==> src/rtl/hazard_unit_mc.sv <==
// Pipeline hazard controller: load-use stalls, branch/jump flush, mul/div interlock
// and a saturating stall-cycle counter.
module hazard_unit_mc #(
   parameter int unsigned REG_W    = 5,
   parameter int unsigned OPC_W    = 6,
   parameter logic [OPC_W-1:0] OPC_BEQ = OPC_W'(6'b000100),
   parameter logic [OPC_W-1:0] OPC_BNE = OPC_W'(6'b000101),
   parameter logic [OPC_W-1:0] OPC_J   = OPC_W'(6'b000010),
   parameter int unsigned LOAD_LAT = 1,
   parameter int unsigned MD_LAT   = 4,
   parameter int unsigned CNT_W    = 16
) (
   input  logic             clk,
   input  logic             rst,
   input  logic             ex_memread,
   input  logic [REG_W-1:0] ex_rt,
   input  logic [REG_W-1:0] id_rs,
   input  logic [REG_W-1:0] id_rt,
   input  logic             id_uses_rt,
   input  logic [OPC_W-1:0] opc,
   input  logic             eq,
   input  logic             id_md_start,
   input  logic             id_md_read,
   output logic             pc_ld,
   output logic             if_id_ld,
   output logic             ctrl_zero,
   output logic             flush,
   output logic             is_beq,
   output logic             is_bne,
   output logic             is_jmp,
   output logic             md_busy,
   output logic [CNT_W-1:0] stall_cnt
);

   localparam int unsigned LD_W = (LOAD_LAT > 1) ? $clog2(LOAD_LAT) : 1;
   localparam int unsigned MD_W = $clog2(MD_LAT + 1);

   typedef enum logic {RUN, LSTALL} state_t;

   state_t          state, state_nxt;
   logic [LD_W-1:0] ld_cnt, ld_cnt_nxt;
   logic [MD_W-1:0] md_cnt, md_cnt_nxt;
   logic            lw_hit, md_stall, stall, take, busy_raw, md_issue;

   assign is_beq = (opc == OPC_BEQ);
   assign is_bne = (opc == OPC_BNE);
   assign is_jmp = (opc == OPC_J);

   // Register 0 is hard-wired and never a real dependency
   assign lw_hit = ex_memread && (ex_rt != '0) &&
                   ((ex_rt == id_rs) || (id_uses_rt && (ex_rt == id_rt)));

   assign busy_raw = (md_cnt != '0);
   assign md_stall = busy_raw && (id_md_start || id_md_read);
   assign stall    = !rst && ((lw_hit && (state == RUN)) || (state == LSTALL) || md_stall);
   assign take     = (is_beq && eq) || (is_bne && !eq) || is_jmp;

   // Branches only resolve when not stalled, since eq may be stale during a stall
   assign pc_ld     = !stall;
   assign if_id_ld  = !stall;
   assign flush     = !rst && !stall && take;
   assign ctrl_zero = stall || flush;
   assign md_busy   = !rst && busy_raw;
   assign md_issue  = id_md_start && !busy_raw && !stall;

   always_comb begin
      state_nxt  = state;
      ld_cnt_nxt = ld_cnt;
      case (state)
         RUN: begin
            if (lw_hit && (LOAD_LAT > 1)) begin
               state_nxt  = LSTALL;
               ld_cnt_nxt = LD_W'(LOAD_LAT - 1);
            end
         end
         LSTALL: begin
            ld_cnt_nxt = ld_cnt - LD_W'(1);
            if (ld_cnt == LD_W'(1)) state_nxt = RUN;
         end
         default: state_nxt = RUN;
      endcase
   end

   always_comb begin
      md_cnt_nxt = md_cnt;
      if (md_issue)      md_cnt_nxt = MD_W'(MD_LAT);
      else if (busy_raw) md_cnt_nxt = md_cnt - MD_W'(1);
   end

   always_ff @(posedge clk) begin
      if (rst) begin
         state     <= RUN;
         ld_cnt    <= '0;
         md_cnt    <= '0;
         stall_cnt <= '0;
      end else begin
         state  <= state_nxt;
         ld_cnt <= ld_cnt_nxt;
         md_cnt <= md_cnt_nxt;
         if (stall && (stall_cnt != '1)) stall_cnt <= stall_cnt + CNT_W'(1);
      end
   end

endmodule

==> config.mk <==
export PLATFORM = sky130hd
export DESIGN_NAME = hazard_unit_mc
export DESIGN_NICKNAME = d
export VERILOG_FILES = /design/src/rtl/hazard_unit_mc.sv
export SDC_FILE = /design/constraint.sdc
export NUM_CORES = 1
export LEC_CHECK = 0
export CORE_MARGIN = 8
export CORE_UTILIZATION = 43
export DETAILED_ROUTE_END_ITERATION = 10
export PLACE_DENSITY = 0.83
export SKIP_CTS_REPAIR_TIMING = 1
export SLEW_MARGIN = 15
export SYNTH_ARGS = -nofsm -noshare
export SYNTH_HDL_FRONTEND = slang
export SYNTH_SLANG_ARGS = --single-unit
==> constraint.sdc <==
create_clock -name clk -period 2.2 [get_ports clk]
set_input_delay 0.44 -clock clk [delete_from_list [all_inputs] [get_ports clk]]
set_output_delay 0.44 -clock clk [all_outputs]
set_load 0.005 [all_outputs]
## After elaboration in Yosys (flattened, before gate mapping)

Index checks and enable logic that the tools add are counted.

- Add/subtract/negate cells: 3
- Equality and inequality tests: 6
- Multiplexer cells: 3
- Bitwise operators: 1
- Reductions and logical operators: 30

Operators by type and width:

| operator | number |
|---|---|
| adder 16 x 1 -> 16 bit (second input constant) | 1 |
| != test 16 bit (second input constant) | 1 |
| logical AND 1 bit | 14 |
| == test 6 x 3 -> 1 bit (second input constant) | 2 |
| == test 5 bit | 2 |
| logical OR 1 bit | 7 |
| == test 6 x 2 -> 1 bit (second input constant) | 1 |
| two-way mux 3 bit | 2 |
| nonzero test 5 bit | 1 |
| logical NOT 1 bit | 4 |
| OR reduction 2 bit | 2 |
| nonzero test 3 bit | 1 |
| subtractor 3 x 1 -> 3 bit (second input constant) | 1 |
| nonzero test 2 bit | 1 |
| two-way mux 1 bit | 1 |
| inverter 1 bit | 1 |
| subtractor 1 bit (second input constant) | 1 |

- Flip-flop bits (word level): 21
- Bits of input ports: 28
- Output and inout port bits: 24
- Word-level logic and storage cells: 48

## Logic depth before layout (Yosys ltp)

Gate-level depths: netlist (run 1).

- Depth after elaboration: 12
- Mapped depth: 10
- Gate-level depth less buffers: 8

## Least setup slack after synthesis (run 1)

Ideal clock, no wire load.

- Kind: in2out
- Start: input port ex_rt[1]
- End: output port ctrl_zero
- Data arrival time: 1.711 ns
- Data required time: 1.760 ns
- Path slack: 0.049 ns
- Cell stages on the path: 6
- Path buffers: 2
- Path through: or4_1 > o21ai_1 > o21a_4 > buf_6 > buf_2 > a21oi_1

- Word-level cells in the longest chain between the ends: 12
- Elaborated cells on any way between the ends: 15
- Those cells by class: eq/ne (2); reduce/logical (13)

RTL lines:

| what | RTL line | text |
|---|---|---|
| from (decl) | 16 | `input logic [REG_W-1:0] ex_rt,` |
| == test 5 bit | 51 | `((ex_rt == id_rs) \|\| (id_uses_rt && (ex_rt == id_rt)));` |
| logical AND 1 bit | 51 |  |
| logical OR 1 bit | 51 |  |
| logical AND 1 bit (*) | 50 | `assign lw_hit = ex_memread && (ex_rt != '0) &&` |
| logical AND 1 bit (*) | 55 | `assign stall = !rst && ((lw_hit && (state == RUN)) \|\| (state == LSTALL) \|\| md_stall);` |
| logical OR 1 bit (*) (2 in series) | 55 |  |
| logical AND 1 bit (*) | 55 |  |
| logical NOT 1 bit | 61 | `assign flush = !rst && !stall && take;` |
| logical AND 1 bit (2 in series) | 61 |  |
| logical OR 1 bit (*) | 62 | `assign ctrl_zero = stall \|\| flush;` |
| to (decl) | 26 | `output logic ctrl_zero,` |

Mark *: on every way between the ends. The rest lies on a longest branch, timed or not.

## Worst setup path in the final report (run 1)

- Start: input port ex_rt[1]
- End: output port if_id_ld

- Word-level cells in the longest chain between the ends: 9
- Elaborated cells on any way between the ends: 12
- Those cells by class: eq/ne (2); reduce/logical (10)

RTL lines:

| what | RTL line | text |
|---|---|---|
| == test 5 bit | 51 |  |
| logical AND 1 bit | 51 |  |
| logical OR 1 bit | 51 |  |
| logical AND 1 bit (*) | 50 |  |
| logical AND 1 bit (*) | 55 |  |
| logical OR 1 bit (*) (2 in series) | 55 |  |
| logical AND 1 bit (*) | 55 |  |
| logical NOT 1 bit (*) | 60 | `assign if_id_ld = !stall;` |
| to (decl) | 25 | `output logic if_id_ld,` |

Marks and branches as above.

==> results_dict.tcl, run 1 <==
set metrics [dict create \
    critical_path_buf_inv_count 3 \
    track_usage_pct 15.0 \
    async_flop_share_pct 0 \
    yosys.cell_count.top_type "dfxtp_1" \
    crit_family "simple AND/OR/NAND/NOR gates" \
    drive_above_1_share_pct 25.3 \
    portBuffers 51 \
    multi_input_area_sq_um 902 \
    nets 261 \
    numClockSinks 21 \
    grt_max_degree 28 \
    yosysSeqAreaShare_pct 32.4 \
    crit_chain "clkbuf_2 -> xor2_1 -> nor4_2 -> a32oi_2 -> o21ai_2 -> nand2b_1 -> buf_4 -> buf_2" \
    gr-total-overflow 0 \
    crit_type "input port to primary output" \
    cts.path.max_buffers 2 \
    insertion_delay_ns 0.32 \
    drc 0 \
    place_ws_ns -0.784 \
    yosysUniqueCellTypes 38 \
    worst_slack_ns -0.00692 \
    grt_pass1_vias 1503 \
    worstPathArrival_ns 1.77 \
    switching_power_w 0.000495 \
    p_sw_share_pct 36.7 \
    pwr-share-clk_pct 14.8 \
    layout_min_cycle_time_ns 2.21 \
    io_pins 52 \
    n_antenna_cell 0 \
    setup_viol 1 \
    cts_root_buffer "clkbuf_4" \
    rows 20 \
    ir_worst_vdd_mv 0.445 \
    syn_inst 162 \
    die-height_um 70.9 \
    fill_cells 225 \
    cp_max_fo 3 \
    coreArea_sq_um 2950 \
    syn_avg_cell_area_sq_um 8.01 \
    h-tree-depth 1 \
    regArea_sq_um 424 \
    antenna_left 0 \
    syn_nets 193 \
    dr.pass1.iters 4 \
    pwr-share-seq_pct 34.5 \
    p_int_w 0.000855 \
    critPathLaunchType "input port" \
    gp_congestion 0.795 \
    critical-path-max-stage-delay_ns 0.30 \
    synth_edf_count 0 \
    ys_seq_elements 21 \
    clk_pin_slew_worst_paths_ns 0.12 \
    die_w_um 70.9 \
    vias 1471 \
    vias_per_cell 5.61 \
    wl_per_cell_um 15.6 \
    endpoint_kind "primary output" \
    violations "negative setup slack" \
    grt_pass1_wl_um 6270 \
    outcome "finished, violations left" \
    ys_warn_count 0 \
    hpwl_um 3010 \
    crit_slowest_cell "nor4_2" \
    wirelength_um 4090 \
    critical_path_required_ns 1.76 \
    max_slew.worst_pin.slew_ns 0.342 \
    yosys.area.top_type "dfxtp_1" \
    start_util_pct 43.9 \
    skew_ns 0.0113 \
    fin_crit_sh_pct 100 \
    cts_tree "done" \
    synthTopCellsByArea "dfxtp_1 32%, xor2_1 6.8%, a21oi_1 6.6%, or4_1 6.4%, o31ai_1 5.8%" \
    antenna_found_initial 0 \
    rsz0062_at_grt "yes" \
    die_area_sq_um 5030 \
    final_util_pct 70.7 \
    synth_top_area_share_pct 32.4 \
    combPwrFrac_pct 50.6 \
    p_leak_nw 0.929 \
    syn_area_sq_um 1300 \
    syn2layout_area_growth_pct 60.9 \
    drv_slew 0 \
    ys_top_cells_by_count "21 x dfxtp_1, 17 x a21oi_1, 16 x nor2_1" \
    numCtsBuffers 3 \
    max_freq_mhz 453 \
    slew_headroom_pct 76.9 \
    maxCapViolCount 0 \
    powerDensity_nw_per_um2 647 \
    ys.flop_type "dfxtp_1" \
    first_iter_violations 84 \
    hp-class "register to register" \
    finalHoldViolCount 0 \
]
[stage by stage]
| step | area (sq um) | total power (W) | setup TNS (ns) | instances | hold slack [ns] |
|---|---|---|---|---|---|
| after floorplan | 1300 | 0.000786 | 0 | 162 | 0.420 |
| after global placement | 1950 | 0.00104 | -9.72 | 256 | 0.424 |
| after detailed placement | 1950 | 0.00107 | -11.26 | 256 | 0.448 |
| after CTS | 1980 | 0.00127 | -5.78 | 260 | 0.467 |
| after global routing | 2090 | 0.00143 | -0.114 | 262 | 0.482 |
| final | 2090 | 0.00135 | -0.00692 | 262 | 0.465 |
[cell type report]
type                            instances  area share, %
Multi-Input combinational cell        128           43.2
Timing Repair Buffer                   73           32.5
Sequential cell                        21           20.3
Tap cell                               33           1.98
Clock buffer                            3           1.08
Inverter                                3          0.539
Clock inverter                          1          0.359
[layer usage]
| metal | vias up | routed length (um) | global-route usage [%] |
|---|---|---|---|
| met3 | 4 | 251 | 4.94 |
| met2 | 55 | 2120 | 27.0 |
| met1 | 684 | 1650 | 14.9 |
| met5 | - | 0 | 0 |
| li1 | 728 | - | - |
| met4 | 0 | 63 | 7.85 |
[power groups by stage]
stage,Clock (W),Sequential (W),Combinational [W]
finish,0.000200,0.000466,0.000683
detailed placement,0,0.000464,0.000601
floorplan,0,0.000459,0.000328
global route,0.000213,0.000471,0.000747
global placement,0,0.000461,0.000581
CTS,0.000204,0.000457,0.000608
[cells in the final DEF, fill, tap and decap left out, types with 2 or more instances in the layout]
master,Yosys,final
and3_1,7,6
nand4_1,2,2
o21ai_0,5,4
o31ai_1,10,10
nor2_2,0,3
dfxtp_2,0,3
xnor2_1,2,2
dfxtp_1,21,18
buf_4,1,22
nand2b_1,2,2
nand3_1,10,10
xor2_1,10,10
clkbuf_4,0,3
clkdlybuf4s50_1,0,28
dlymetal6s2s_1,0,15
nor2b_1,5,3
nor2b_4,0,2
ha_1,3,2
inv_1,3,3
or3_1,2,2
nor3_2,0,3
nor4_2,1,2
or4_1,11,10
mux2_2,2,2
buf_2,2,3
nand2_1,6,6
clkbuf_2,0,4
a21oi_1,17,16
nor2_1,16,13
[logic make-up after synthesis]
logic type	synth area share, %
AND/OR/NAND/NOR	31.1
AO/OA/AOI/OAI	18.1
flip-flops	32.4
buffers and inverters	4.82
XOR/XNOR	8.10
multiplexers	2.60
adder cells (fa/ha/maj)	2.89
[path summary, 6_finish.rpt]
kind	end	cells past startpoint	startpoint	slack [ns]
min reg2reg	state	1	ld_cnt	0.47
max	if_id_ld	8	ex_rt[1]	-0.007
max reg2reg	stall_cnt[11]	10	md_cnt[1]	0.08
min	state	1	ld_cnt	0.47
[flip-flops by register name, indices dropped and copies added, names as in the netlist]
signal	cells
md_cnt	3
ld_cnt	1
state	1
stall_cnt	16
Note: power is estimated with default switching activity, not from simulation.
==> run 2, diff against run 1 <==
--- a/config.mk
+++ b/config.mk
@@ -7,6 +7,7 @@
 export LEC_CHECK = 0
 export CORE_MARGIN = 8
 export CORE_UTILIZATION = 43
+export CTS_CLUSTER_SIZE = 14
 export DETAILED_ROUTE_END_ITERATION = 10
 export PLACE_DENSITY = 0.83
 export SKIP_CTS_REPAIR_TIMING = 1
@@ -14,3 +15,4 @@
 export SYNTH_ARGS = -nofsm -noshare
 export SYNTH_HDL_FRONTEND = slang
 export SYNTH_SLANG_ARGS = --single-unit
+export TNS_END_PERCENT = 100
==> results of run 2 <==
Same layout as run 1: the final DEF is identical, and so are final timing and power.
